--- config.mk ---
export PLATFORM = sky130hd
export DESIGN_NAME = exc_ctrl
export DESIGN_NICKNAME = d
export VERILOG_FILES = /design/src/rtl/exc_ctrl.sv
export SDC_FILE = /design/constraint.sdc
export NUM_CORES = 1
export LEC_CHECK = 0
export ABC_AREA = 1
export CAP_MARGIN = 20
export CELL_PAD_IN_SITES_DETAIL_PLACEMENT = 1
export CELL_PAD_IN_SITES_GLOBAL_PLACEMENT = 1
export CORE_UTILIZATION = 30
export CTS_CLUSTER_SIZE = 14
export DETAILED_ROUTE_END_ITERATION = 16
export PLACE_DENSITY_LB_ADDON = 0.08
export SLEW_MARGIN = 20
export SYNTH_ARGS = -nofsm -noshare
export SYNTH_HDL_FRONTEND = slang
export SYNTH_SLANG_ARGS = --single-unit
--- constraint.sdc ---
create_clock -name clk -period 10.1 [get_ports clk]
set_input_delay 1.515 -clock clk [delete_from_list [all_inputs] [get_ports clk]]
set_output_delay 1.515 -clock clk [all_outputs]
set_load 0.01 [all_outputs]
--- src/rtl/exc_ctrl.sv ---
// exc_ctrl: precise-exception controller for the 5-stage MIPS pipeline.
//
// Carries one exception record per instruction through F/D/E/M, lets the
// first detected cause win, and commits at most one event (exception,
// interrupt or ERET) when the instruction reaches M. Drives the CP0 update
// port and the pipeline flush / PC-redirect port. If a data-bus transaction
// is outstanding at commit, the redirect is held back in DRAIN until the bus
// goes idle.
//
// Ports:
//   clk, reset                  clock, asynchronous active-high reset
//   stall                       freeze pipeline (records hold, no commit)
//   f_valid, f_pc, f_adel       fetch-stage instruction and fetch AdEL
//   d_ri, d_sys, d_bp           decode-stage causes
//   d_eret, d_bd                decode-stage ERET flag, delay-slot flag
//   e_ov                        execute-stage overflow
//   m_adel, m_ades, m_addr      memory-stage address errors and data address
//   mem_busy                    outstanding data-bus transaction
//   interrupt, cp0_epc          from CP0
//   exception, m_excCode        CP0 exception strobe and {1'b0, ExcCode}
//   isBadAddr, invalid_addr     BadVAddr write enable and value
//   excPC, inDelaySlot          committing PC (raw) and BD flag
//   ERET2pc                     CP0 EXL-clear strobe
//   flush                       kill F/D/E/M contents
//   redirect_valid, redirect_pc PC override

module exc_ctrl #(
  parameter logic [31:0] EXC_VECTOR = 32'hBFC00380
) (
  input  logic        clk,
  input  logic        reset,
  input  logic        stall,
  input  logic        f_valid,
  input  logic [31:0] f_pc,
  input  logic        f_adel,
  input  logic        d_ri,
  input  logic        d_sys,
  input  logic        d_bp,
  input  logic        d_eret,
  input  logic        d_bd,
  input  logic        e_ov,
  input  logic        m_adel,
  input  logic        m_ades,
  input  logic [31:0] m_addr,
  input  logic        mem_busy,
  input  logic        interrupt,
  input  logic [31:0] cp0_epc,
  output logic        exception,
  output logic [5:0]  m_excCode,
  output logic        isBadAddr,
  output logic [31:0] invalid_addr,
  output logic [31:0] excPC,
  output logic        inDelaySlot,
  output logic        ERET2pc,
  output logic        flush,
  output logic        redirect_valid,
  output logic [31:0] redirect_pc
);

  localparam logic [4:0] ExcInt  = 5'd0;
  localparam logic [4:0] ExcAdel = 5'd4;
  localparam logic [4:0] ExcAdes = 5'd5;
  localparam logic [4:0] ExcSys  = 5'd8;
  localparam logic [4:0] ExcBp   = 5'd9;
  localparam logic [4:0] ExcRi   = 5'd10;
  localparam logic [4:0] ExcOv   = 5'd12;

  typedef struct packed {
    logic        valid;
    logic        exc;
    logic [4:0]  code;
    logic        bad;
    logic [31:0] badaddr;
    logic [31:0] pc;
    logic        bd;
    logic        eret;
  } rec_t;

  typedef enum logic [0:0] {StIdle, StDrain} state_e;

  rec_t   f_rec, d_out, e_out, m_rec;
  rec_t   d_q, e_q, m_q;
  state_e state_q, state_d;
  logic [31:0] target_q, target_d;

  logic        commit, take_exc, take_eret;
  logic [31:0] event_tgt;

  // Fetch record straight from the fetch inputs.
  always_comb begin
    f_rec       = '0;
    f_rec.valid = f_valid;
    f_rec.pc    = f_pc;
    if (f_valid && f_adel) begin
      f_rec.exc     = 1'b1;
      f_rec.code    = ExcAdel;
      f_rec.bad     = 1'b1;
      f_rec.badaddr = f_pc;
    end
  end

  // Decode: annotate bd/eret and add decode causes unless an earlier one exists.
  always_comb begin
    d_out = d_q;
    if (d_q.valid) begin
      d_out.bd   = d_bd;
      d_out.eret = d_eret;
      if (!d_q.exc) begin
        if (d_ri) begin
          d_out.exc  = 1'b1;
          d_out.code = ExcRi;
        end else if (d_sys) begin
          d_out.exc  = 1'b1;
          d_out.code = ExcSys;
        end else if (d_bp) begin
          d_out.exc  = 1'b1;
          d_out.code = ExcBp;
        end
      end
    end
  end

  always_comb begin
    e_out = e_q;
    if (e_q.valid && !e_q.exc && e_ov) begin
      e_out.exc  = 1'b1;
      e_out.code = ExcOv;
    end
  end

  // Memory-stage causes are folded in combinationally so they commit this cycle.
  always_comb begin
    m_rec = m_q;
    if (m_q.valid && !m_q.exc) begin
      if (m_adel) begin
        m_rec.exc     = 1'b1;
        m_rec.code    = ExcAdel;
        m_rec.bad     = 1'b1;
        m_rec.badaddr = m_addr;
      end else if (m_ades) begin
        m_rec.exc     = 1'b1;
        m_rec.code    = ExcAdes;
        m_rec.bad     = 1'b1;
        m_rec.badaddr = m_addr;
      end
    end
  end

  // Record pipeline. Flush beats stall so a committing M record is also killed.
  always_ff @(posedge clk or posedge reset) begin
    if (reset) begin
      d_q <= '0;
      e_q <= '0;
      m_q <= '0;
    end else if (flush) begin
      d_q <= '0;
      e_q <= '0;
      m_q <= '0;
    end else if (!stall) begin
      d_q <= f_rec;
      e_q <= d_out;
      m_q <= e_out;
    end
  end

  always_ff @(posedge clk or posedge reset) begin
    if (reset) begin
      state_q  <= StIdle;
      target_q <= '0;
    end else begin
      state_q  <= state_d;
      target_q <= target_d;
    end
  end

  // Interrupts override the M record's own cause; ERET only if nothing else.
  always_comb begin
    commit    = m_rec.valid && !stall && (state_q == StIdle);
    take_exc  = commit && (interrupt || m_rec.exc);
    take_eret = commit && !interrupt && !m_rec.exc && m_rec.eret;
    event_tgt = take_exc ? EXC_VECTOR : cp0_epc;
  end

  always_comb begin
    exception    = 1'b0;
    m_excCode    = '0;
    isBadAddr    = 1'b0;
    invalid_addr = '0;
    excPC        = '0;
    inDelaySlot  = 1'b0;
    ERET2pc      = take_eret;
    if (take_exc) begin
      exception = 1'b1;
      m_excCode = {1'b0, interrupt ? ExcInt : m_rec.code};
      isBadAddr = !interrupt && m_rec.bad;
      if (!interrupt && m_rec.bad) begin
        invalid_addr = m_rec.badaddr;
      end
    end
    if (take_exc || take_eret) begin
      excPC       = m_rec.pc;
      inDelaySlot = m_rec.bd;
    end
  end

  always_comb begin
    state_d        = state_q;
    target_d       = target_q;
    flush          = 1'b0;
    redirect_valid = 1'b0;
    redirect_pc    = '0;
    unique case (state_q)
      StIdle: begin
        if (take_exc || take_eret) begin
          flush = 1'b1;
          if (!mem_busy) begin
            redirect_valid = 1'b1;
            redirect_pc    = event_tgt;
          end else begin
            target_d = event_tgt;
            state_d  = StDrain;
          end
        end
      end
      StDrain: begin
        flush = 1'b1;
        if (!mem_busy) begin
          redirect_valid = 1'b1;
          redirect_pc    = target_q;
          state_d        = StIdle;
        end
      end
      default: state_d = StIdle;
    endcase
  end

endmodule

==> impl_results.md, run 1 <==
- Status: complete, no violations
- Worst-path clk slew: ~0.06 ns
- Post-CTS Setup Inserts: 0
- Top delay family on crit path: buffers and inverters
- Pleak: around 6.5 nW
- Largest net degree at the start of global routing: ~170
- Worst r2r path cells: 11
- Worst Path Max Fanout: between 80 and 90
- Worst Hold End: target_q[8]$_DFFE_PP0P_
- Crit path max-delay cell type: buf_4
- Fin. max-slew vios: 0
- PD cells: 208 nW/um^2
- CP Buf/Inv Count: 6
- Buffers on Ports: about 220
- Die area: about 39000 sq um
- Dpl ws: between 3 and 4 ns
- Worst VDD drop: ~110 uV
- H-tree depth: 1
- CTS root buf: clkbuf_16
- Hold WC Path Type: register to register
- Fillers: ~4400
- Sequential-to-total area share from yosys stat: 0.535
- Syn Area/Cell: approximately 8.1 sq um
- Synth cell count leaders: nand2_1, dfrtp_1, a21oi_1, nand4_1, clkbuf_1
- Maxcap violations: 0
- Detailed Route WL: between 30000 and 40000 um
- Top-count cell post-synth: nand2_1
- Vias: ~10000
- Synthesis-to-layout area growth: 29.8%
- Vias in the first global route: 10500
- Worst Slack Setup Final: about 3.6 ns
- Share of cells above drive strength 1: 0.0560
- I/O pin cnt: roughly 220
- DIE HEIGHT: between 150 and 200 um
- Yosys warnings: 0
- CP startpoint kind: primary input
- CTS-repair resized insts: 0
- Synth top area share: 0.535
- FF-to-FF setup slack: about 6.8 ns
- Gpl congestion: around 0.73
- Top_reg_cell synth: dfrtp_1
- TritonRoute pass-1 iters: 5
- CP most frequent cell: nand2_1
- RSZ-0062 raised after global routing: false
- Setup violations, final: 0
- Die width: between 150 and 200 um
- Worst Path Arrival: roughly 5.0 ns
- Kind of critical path: primary input to primary output
- Initial antenna violation count: 3
- Hold buffers post-CTS: 0
- Initial Utilization: 0.304
- Final ANT Viol Nets: 0
- RR Endpoint: target_q[7]$_DFFE_PP0P_
- Crit. End Element: primary output
- Period minus WS final: 6.50 ns
- Core Region: roughly 38000 sq um
- Row count: 71
- # DRC: 0
- Synth area leader: dfrtp_1
- Hold Vio Cnt, Final: 0
- Tot GR Track Use: 0.189
- Area contributors post-synth: dfrtp_1, nand2_1, nand4_1, a21oi_1, clkbuf_1
- DP HPWL: approximately 24000 um
- Grt total ovfl: 0
- CP max stage delay: ~0.5 ns
- Worst Hold Launch: target_q[8]$_DFFE_PP0P_
- Worst slew margin: 0.296
- Maximum achievable frequency: between 150 and 200 MHz
- Clk_lat worst skew: around 0.56 ns
- Final Cycle Share: 0.643
- Worst-Margin Slew: between 1 and 1.5 ns
- CTS tree: done
- First-pass GRT wire length: roughly 59000 um
- Req. time, crit path: approximately 8.6 ns
- Clock Skews: between 0.01 and 0.015 ns
- Post-synth cell types: 28
- Asr flop ratio synth: 1.00
- Fin nets: approximately 1700
- Post-Synthesis Cell Area: between 10000 and 15000 sq um
- DR WL/cell: 17.5 um
- Via/cell ratio: a little under 5
- Maximum clock path buffer count: 3
- Crit path cell chain: buf_6, inv_4, nand3_1, inv_1, nand2_2, buf_4, nand2_1, nand2_1, inv_1, nand2_1, nand2_1, clkdlybuf4s50_1
- FF+latch count, synth: 244
- Reg2Reg Launch Point: m_q[73]$_DFFE_PP0P_
- CTS Sinks: about 240
- EDFF count, synth: 0
- Total Power: between 3 and 4 mW
- Worst hold stages: 2
- Initial drt markers: about 510
- Post-Synthesis Cells: ~1400
- Setup TNS: 0 ns
- TritonCTS buffer count: 30
-- where the power goes --
part	internal, mW	switching (mW)	total (mW)
Combinational	0.223	0.387	0.610
Clock	0.724	0.423	1.15
Sequential	1.19	0.124	1.32
-- how the worst max path moves through the flow --
| stage | slack (ns) | start | cells past startpoint | endpoint |
|---|---|---|---|---|
| 4_1_cts | 3.49 | stall | 12 | redirect_pc[8] |
| 3_3_place_gp | 3.60 | stall | 12 | redirect_pc[8] |
| 5_1_grt | 3.17 | stall | 12 | redirect_pc[7] |
| 2_1_floorplan | 1.88 | reset | 1 | d_out[10]$_DFFE_PP0P_ |
| 3_5_place_dp | 3.50 | stall | 12 | redirect_pc[8] |
| 6_report | 3.60 | stall | 12 | redirect_pc[8] |
-- cell usage in the layout, fill, tap and decap left out, drive strengths merged --
| cell type | count |
|---|---|
| a211oi | 32 |
| a21boi | 1 |
| a21oi | 139 |
| buf | 14 |
| bufinv | 3 |
| clkbuf | 51 |
| clkdlybuf4s50 | 215 |
| clkinv | 3 |
| conb | 2 |
| dfrtp | 244 |
| diode | 1 |
| inv | 55 |
| nand2 | 550 |
| nand3 | 4 |
| nand4 | 138 |
| nor2 | 58 |
| nor3 | 2 |
| o21ai | 44 |
| o21bai | 1 |
| o22ai | 3 |
| or2 | 12 |
-- layer usage --
layer  vias up  part of all wire  GRT usage
li1       4924                 -          -
met1      4943              0.49      0.275
met2       210              0.44      0.291
met3        42             0.055     0.0359
met4         6             0.014     0.0385
met5         -            0.0012          0
-- tightest hold or removal path, cell delays in order, from the launching register on --
cell,delay (ns)
dfrtp_1,0.34
nand2_1,0.05
nand2_1,0.06
-- stage by stage --
stage	cells	hold slack [ns]	cell area (sq um)	util
detailed placement	2026	0.466	13700	0.365
global placement	2026	0.462	13700	0.365
finish	2083	0.481	14800	0.394
CTS	2082	0.483	14800	0.394
floorplan	1410	0.449	11400	-
global route	2082	0.498	14800	0.394
-- layout make-up --
| class | instances | area (sq um) | share of cell area |
|---|---|---|---|
| flip-flops and latches | 244 | 6110 | 0.412 |
| multi-input cells | 986 | 4490 | 0.303 |
| repair buffers | 229 | 2280 | 0.154 |
| clock buffers | 51 | 971 | 0.0655 |
| well taps | 511 | 639 | 0.0432 |
| inverters | 56 | 223 | 0.0150 |
| clock inverters | 5 | 104 | 0.00701 |
| diodes | 1 | 2.50 | 0.000169 |
-- cell families (layout without fill, tap and decap cells) --
logic type | after synthesis | after routing | synth area share
other cells | 1 | 3 | 0.000329
compound gates | 220 | 220 | 0.105
flops | 244 | 244 | 0.535
buf+inv | 180 | 341 | 0.0729
simple gates | 764 | 764 | 0.287
-- state kept, by name (all words and copies together), names as in the netlist --
signal    cells
m_q          73
e_out        67
d_out        65
target_q     32
e_q           5
d_q           1
state_q       1
Note: power is estimated with default switching activity, not from simulation.
==> inputs of run 2 (changes only) <==
==> constraint.sdc (replaced) <==
create_clock -name clk -period 6.3 [get_ports clk]
set_input_delay 0.945 -clock clk [delete_from_list [all_inputs] [get_ports clk]]
set_output_delay 0.945 -clock clk [all_outputs]
set_load 0.01 [all_outputs]
==> run 2 against run 1 <==
Net effect:
- sequential share of layout area is 0.15 points higher
- clock-buffer cell count is 5 lower
- worst setup slack worse by 2.2 ns
- global-route usage is 0.14 points higher
- final cell count hardly changed
- routed wire length is 0.36% higher
- critical path depth stayed put
- sequential power is 60% higher
- die area stayed put
- clock skew is 0.0050 ns lower
- non-clock buffer count is 1 higher
- flip-flop and latch count stayed put
- largest cell class unchanged
==> impl_results.md, run 2 (same netlist as run 1, synthesis figures left out) <==
- Via/cell ratio: 4.91 (was 4.86)
- Initial Utilization: 0.304 (unchanged)
- H-tree depth: 1 (unchanged)
- Buffers on Ports: 216 (unchanged)
- Tot GR Track Use: 0.190 (was 0.189)
- Switching Fraction: 0.312 (was 0.304)
- Power Internal: 3.32 mW (was 2.14 mW)
- CTS root buf: clkbuf_16 (unchanged)
- Pleak: 6.46 nW (was 6.49 nW)
- Top reg by flops: m_q (unchanged)
- Clock network power share: 0.356 (was 0.373)
- Worst slew margin: 0.304 (was 0.296)
- Worst Hold Launch: target_q[24]$_DFFE_PP0P_ (was target_q[8]$_DFFE_PP0P_)
- Commonest non-fill, non-tap cell in the layout: nand2_1 (unchanged)
- Die width: 197 um (unchanged)
- Synthesis-to-layout area growth: 29.4% (was 29.8%)
- Hold Vio Cnt, Final: 0 (unchanged)
- Worst hold stages: 2 (unchanged)
- Maximum achievable frequency: a little over 200 MHz
- Die area: 38800 sq um (unchanged)
- Detailed Route WL: 36600 um (was 36400 um)
- Hold WC Path Type: register to register (unchanged)
- Maxcap violations: 0 (unchanged)
- Reg2Reg Launch Point: state_q$_DFF_PP0_ (was m_q[73]$_DFFE_PP0P_)
- Power share of the sequential group: 0.438 (was 0.429)
- Grt total ovfl: 0 (unchanged)
- Req. time, crit path: 5.35 ns (was 8.59 ns)
- Comb power frac: 0.206 (was 0.198)
- I/O pin cnt: 219 (unchanged)
- Final instance area: 14800 sq um (about the same)
- Finished Core Util: 0.393 (was 0.394)
- Fin nets: 1659 (was 1658)
- Worst Path Max Fanout: 58 (was 85)
- Core Region: 37600 sq um (unchanged)
- RSZ-0062 raised after global routing: false (unchanged)
- CTS Sinks: 244 (unchanged)
- Initial antenna violation count: 4 (was 3)
- DIE HEIGHT: 197 um (unchanged)
- Worst r2r path cells: 6 (was 11)
- Gpl congestion: 0.740 (was 0.729)
- Worst VDD drop: 182 uV (was 115 uV)
- DR WL/cell: 17.6 um (was 17.5 um)
- Maximum clock path buffer count: 3 (unchanged)
- Crit. End Element: primary output (unchanged)
- CTS tree: done (unchanged)
- Post-CTS Setup Inserts: 0 (unchanged)
- Period minus WS final: approximately 4.9 ns
- TritonCTS buffer count: 30 (unchanged)
- Worst-path clk slew: 0.06 ns (about the same)
- Final ANT Viol Nets: 0 (unchanged)
- Hold buffers post-CTS: 0 (unchanged)
- Switch Pwr: 1.50 mW (was 934 uW)
- Share of cells above drive strength 1: 0.0567 (was 0.0560)
- Area post-placement: 13700 sq um (about the same)
- Number of flip-flops in the largest register: 73 (unchanged)
- Dpl ws: 1.13 ns (was 3.50 ns)
- Clk_lat worst skew: 0.55 ns (was 0.56 ns)
- Clock Skews: 0.00759 ns (was 0.0126 ns)
- CP startpoint kind: primary input (unchanged)
- Setup violations, final: 0 (unchanged)
- RR Endpoint: m_q[23]$_DFFE_PP0P_ (was target_q[7]$_DFFE_PP0P_)
- Worst Hold End: target_q[24]$_DFFE_PP0P_ (was target_q[8]$_DFFE_PP0P_)
- PD cells: 327 nW/um^2 (was 208 nW/um^2)
- Hold WS: 0.480 ns (was 0.481 ns)
- Vias: 10200 (was 10100)
- TritonRoute pass-1 iters: 4 (was 5)
- Worst-Margin Slew: 1.04 ns (was 1.06 ns)
- Initial drt markers: 550 (was 514)
- Largest net degree at the start of global routing: 172 (was 173)
- Row count: 71 (unchanged)
- Kind of critical path: primary input to primary output (unchanged)
- Final Cycle Share: 0.776
- Setup TNS: 0 ns (unchanged)
- Worst Slack Setup Final: 1.41 ns (was 3.60 ns)
- CTS-repair resized insts: 0 (unchanged)
- Status: complete, no violations (unchanged)
- First-pass GRT wire length: 59300 um (unchanged)
- Vias in the first global route: 10400 (was 10500)
- Fin. max-slew vios: 0 (unchanged)
- Worst Path Arrival: 3.94 ns (was 4.98 ns)
- FF-to-FF setup slack: 3.30 ns (was 6.75 ns)
- Most frequent cells in the layout: nand2_1, dfrtp_1, clkdlybuf4s50_1, a21oi_1, nand4_1 (unchanged)
- # DRC: 0 (unchanged)
- Number of diodes: 0 (was 1)
- DP HPWL: 23400 um (was 23600 um)
==> run 2: cell types whose count changed in the layout (fill, tap and decap cells not counted), moves of 2 or more <==
cell | before | now
bufinv_16 | 3 | 1
clkbuf_1 | 8 | 6
clkbuf_8 | 12 | 9
clkinv_2 | 1 | 5
clkinvlp_4 | 0 | 3
==> run 2: how the worst max path moves through the flow <==
| stage | from | end | slack [ns] |
|---|---|---|---|
| 2_1_floorplan | reset | d_out[10]$_DFFE_PP0P_ | 2.15 |
| 3_3_place_gp | m_adel | invalid_addr[3] | 1.22 |
| 3_5_place_dp | m_adel | invalid_addr[2] | 1.13 |
| 4_1_cts | m_adel | invalid_addr[2] | 1.12 |
| 5_1_grt | m_adel | redirect_pc[25] | 1.12 |
| 6_report | m_adel | redirect_pc[25] | 1.41 |
==> run 2: per-stage QoR <==
step | power, mW | instances
after floorplan | 2.79 | 1410
after global placement | 3.12 | 2026
after detailed placement | 3.16 | 2026
after CTS | 4.91 | 2080
after global routing | 5.14 | 2081
final | 4.82 | 2081
==> run 2: layout make-up <==
| class | instances | area, sq um |
|---|---|---|
| clock buffers | 46 | 922 |
| clock inverters | 8 | 70.1 |
| fillers | 4456 | 22800 |
| inverters | 56 | 219 |
| multi-input cells | 986 | 4490 |
| flip-flops and latches | 244 | 6110 |
| well taps | 511 | 639 |
| repair buffers | 230 | 2310 |
==> run 2: power by group through the flow <==
stage                     Combinational (mW)  Sequential, mW  Clock [mW]
after floorplan                        0.715            2.08           0
after CTS                               1.02            2.12        1.78
after global placement                 0.993            2.13           0
after detailed placement                1.02            2.14           0
final                                  0.994            2.11        1.72
after global routing                    1.15            2.16        1.83
==> run 2: worst max-delay path: stages <==
cell and delay, ns:
clkdlybuf4s50_1 0.39, inv_1 0.07, nand2_1 0.08, nand2_4 0.30, nand2_2 0.15, nand2_2 0.09, buf_4 0.51, inv_1 0.35
or2_2 0.37, nand2_1 0.07, nand2_1 0.09, clkdlybuf4s50_1 0.48
==> run 2: routing by layer <==
metal	wire length, um	part of all wire	vias up	track usage
li1	-	-	4923	-
met3	1750	0.048	55	0.0331
met5	46	0.0013	-	0
met1	18100	0.50	5041	0.278
met2	16000	0.44	198	0.293
met4	655	0.018	8	0.0422
==> inputs of run 3 (changes only) <==
==> constraint.sdc (replaced) <==
create_clock -name clk -period 5.09 [get_ports clk]
set_input_delay 0.7635 -clock clk [delete_from_list [all_inputs] [get_ports clk]]
set_output_delay 0.7635 -clock clk [all_outputs]
set_load 0.01 [all_outputs]
==> run 3 against run 2 <==
Net effect:
- clock power grew 19%
- global-route usage decreased by 0.54 points
- clock skew is 0.014 ns higher
- clock-buffer cell count rose by 2
- final cell count increased by 0.19%
- register-to-register slack got worse by 1.2 ns
- flip-flop and latch count stayed put
- largest cell class unchanged
- utilization is essentially flat
- non-clock buffer count is 5 higher
- worst setup slack worse by 0.42 ns
- routed wire length fell by 1.6%
==> impl_results.md, run 3 (same netlist as run 1, synthesis figures left out) <==
- Status: complete, no violations (unchanged)
- Tot GR Track Use: 0.185 (was 0.190)
- Pleak: 6.47 nW (was 6.46 nW)
- Number of flip-flops in the largest register: 73 (unchanged)
- First-pass GRT wire length: 58000 um (was 59300 um)
- Worst r2r path cells: 7 (was 6)
- Detailed Route WL: 36000 um (was 36600 um)
- Clk_lat worst skew: 0.55 ns (about the same)
- Worst-Margin Slew: 1.12 ns (was 1.04 ns)
- Die width: 197 um (unchanged)
- Worst-path clk slew: 0.06 ns (about the same)
- Initial drt markers: 493 (was 550)
- Setup violations, final: 0 (unchanged)
- Reg2Reg Launch Point: state_q$_DFF_PP0_ (unchanged)
- Worst Path Max Fanout: 58 (unchanged)
- Kind of critical path: primary input to primary output (unchanged)
- Initial Utilization: 0.304 (unchanged)
- Vias: 10100 (was 10200)
- H-tree depth: 1 (unchanged)
- Worst slew margin: 0.252 (was 0.304)
- CTS root buf: clkbuf_16 (unchanged)
- Share of cells above drive strength 1: 0.0572 (was 0.0567)
- Hold Vio Cnt, Final: 0 (unchanged)
- CP Capture Point: redirect_pc[26] (was redirect_pc[25])
- DIE HEIGHT: 197 um (unchanged)
- Multi-input logic area: 4490 sq um (unchanged)
- Hold buffers post-CTS: 0 (unchanged)
- Final instance area: 14800 sq um (about the same)
- Gpl congestion: 0.744 (was 0.740)
- Clock Skews: 0.0217 ns (was 0.00759 ns)
- Power Internal: 4.07 mW (was 3.32 mW)
- DP HPWL: 23700 um (was 23400 um)
- Largest net degree at the start of global routing: 123 (was 172)
- CTS-repair resized insts: 0 (unchanged)
- Switching Fraction: 0.310 (was 0.312)
- Buffers on Ports: 216 (unchanged)
- Maxcap violations: 0 (unchanged)
- Clock network power share: 0.347 (was 0.356)
- Die area: 38800 sq um (unchanged)
- CP most frequent cell: nand2_1 (unchanged)
- Comb power frac: 0.208 (was 0.206)
- Period minus WS final: 4.10 ns
- Req. time, crit path: 4.33 ns (was 5.35 ns)
- Register Area: 6110 sq um (unchanged)
- Power share of the sequential group: 0.444 (was 0.438)
- Most frequent cells in the layout: nand2_1, dfrtp_1, clkdlybuf4s50_1, a21oi_1, nand4_1 (unchanged)
- FF-to-FF setup slack: 2.09 ns (was 3.30 ns)
- PD cells: 399 nW/um^2 (was 327 nW/um^2)
- Final ANT Viol Nets: 0 (unchanged)
- Total Power: 5.89 mW (was 4.82 mW)
- Switch Pwr: 1.83 mW (was 1.50 mW)
- DR WL/cell: 17.3 um (was 17.6 um)
- Worst VDD drop: 227 uV (was 182 uV)
- Core Region: 37600 sq um (unchanged)
- CTS tree: done (unchanged)
- Grt total ovfl: 0 (unchanged)
- Worst Path Arrival: 3.33 ns (was 3.94 ns)
- CP max stage delay: 0.47 ns (was 0.51 ns)
- Row count: 71 (unchanged)
- TritonRoute pass-1 iters: 4 (unchanged)
- RR Endpoint: e_out[53]$_DFFE_PP0P_ (was m_q[23]$_DFFE_PP0P_)
- I/O pin cnt: 219 (unchanged)
- Crit path cell chain: clkdlybuf4s50_1, inv_1, nand2_1, nand2_4, nand2_2, nand2_2, buf_12, inv_1, or2_2, nand2_1, nand2_1, clkdlybuf4s50_1 (was clkdlybuf4s50_1, inv_1, nand2_1, nand2_4, nand2_2, nand2_2, buf_4, inv_1, or2_2, nand2_1, nand2_1, clkdlybuf4s50_1)
- CP startpoint kind: primary input (unchanged)
- Setup TNS: 0 ns (unchanged)
- Crit path max-delay cell type: clkdlybuf4s50_1 (was buf_4)
- # DRC: 0 (unchanged)
- CP Launch Point: m_ades (was m_adel)
- TritonCTS buffer count: 29 (was 30)
- CTS Sinks: 244 (unchanged)
- Final Cycle Share: 0.805
- Maximum achievable frequency: about 240 MHz
- Commonest non-fill, non-tap cell in the layout: nand2_1 (unchanged)
- Via/cell ratio: 4.86 (was 4.91)
- Initial antenna violation count: 1 (was 4)
- Maximum clock path buffer count: 3 (unchanged)
- Top reg by flops: m_q (unchanged)
- Fillers: 4495 (was 4456)
- Number of diodes: 0 (unchanged)
- Fin. max-slew vios: 0 (unchanged)
- Fin nets: 1663 (was 1659)
- Crit. End Element: primary output (unchanged)
- Post-CTS Setup Inserts: 0 (unchanged)
- RSZ-0062 raised after global routing: false (unchanged)
- Hold WC Path Type: register to register (unchanged)
- Area post-placement: 13800 sq um (was 13700 sq um)
- Finished Core Util: 0.393 (about the same)
- Synthesis-to-layout area growth: 29.4% (about the same)
- Vias in the first global route: 10300 (was 10400)
run 3: cell count changes in the layout (fill, tap and decap cells not counted), sizes merged:
cell | previous run | this run
buf | 15 | 20
clkbuf | 46 | 48
clkinv | 6 | 4
clkinvlp | 3 | 1
inv | 54 | 55
run 3: final cells by class:
class	count	area share
clock inverter	5	0.00364
clock buffer	48	0.0608
timing repair buffer	235	0.160
multi-input combinational	986	0.304
sequential	244	0.414
inverter	56	0.0148
tap	511	0.0433
run 3: per-stage QoR:
| step | hold slack, ns | setup slack [ns] | std cells |
|---|---|---|---|
| after floorplan | 0.449 | 1.12 | 1410 |
| final | 0.482 | 0.993 | 2085 |
| after global placement | 0.462 | 0.968 | 2032 |
| after global routing | 0.504 | 0.736 | 2085 |
| after detailed placement | 0.475 | 0.914 | 2032 |
| after CTS | 0.490 | 0.917 | 2085 |
run 3: power groups by stage:
stage / Combinational [mW] / Sequential, mW / Clock (mW)
after CTS: 1.26 / 2.62 / 2.12
after global routing: 1.41 / 2.68 / 2.18
final: 1.23 / 2.62 / 2.05
after floorplan: 0.885 / 2.57 / 0
after detailed placement: 1.26 / 2.65 / 0
after global placement: 1.24 / 2.64 / 0
run 3: worst min-delay path by stage:
stage / startpoint / end / slack, ns / cells after the start
global route: target_q[27]$_DFFE_PP0P_ / target_q[27]$_DFFE_PP0P_ / 0.50 / 2
detailed placement: target_q[10]$_DFFE_PP0P_ / target_q[10]$_DFFE_PP0P_ / 0.48 / 2
global placement: target_q[31]$_DFFE_PP0P_ / target_q[31]$_DFFE_PP0P_ / 0.46 / 2
floorplan: target_q[22]$_DFFE_PP0P_ / target_q[22]$_DFFE_PP0P_ / 0.45 / 2
CTS: target_q[25]$_DFFE_PP0P_ / target_q[25]$_DFFE_PP0P_ / 0.49 / 2
finish: target_q[7]$_DFFE_PP0P_ / target_q[7]$_DFFE_PP0P_ / 0.48 / 2
run 3: worst max-delay path, delay by kind of cell:
kind,cells,cell delay [ns]
simple gates,7,1.13
buf+inv,5,1.42
run 3: layer usage:
layer  track usage  routed length (um)  up-vias
li1              -                   -     4935
met1         0.270               17900     4965
met2         0.291               15900      205
met3        0.0307                1730       34
met4        0.0301                 407        2
met5             0                  10        -
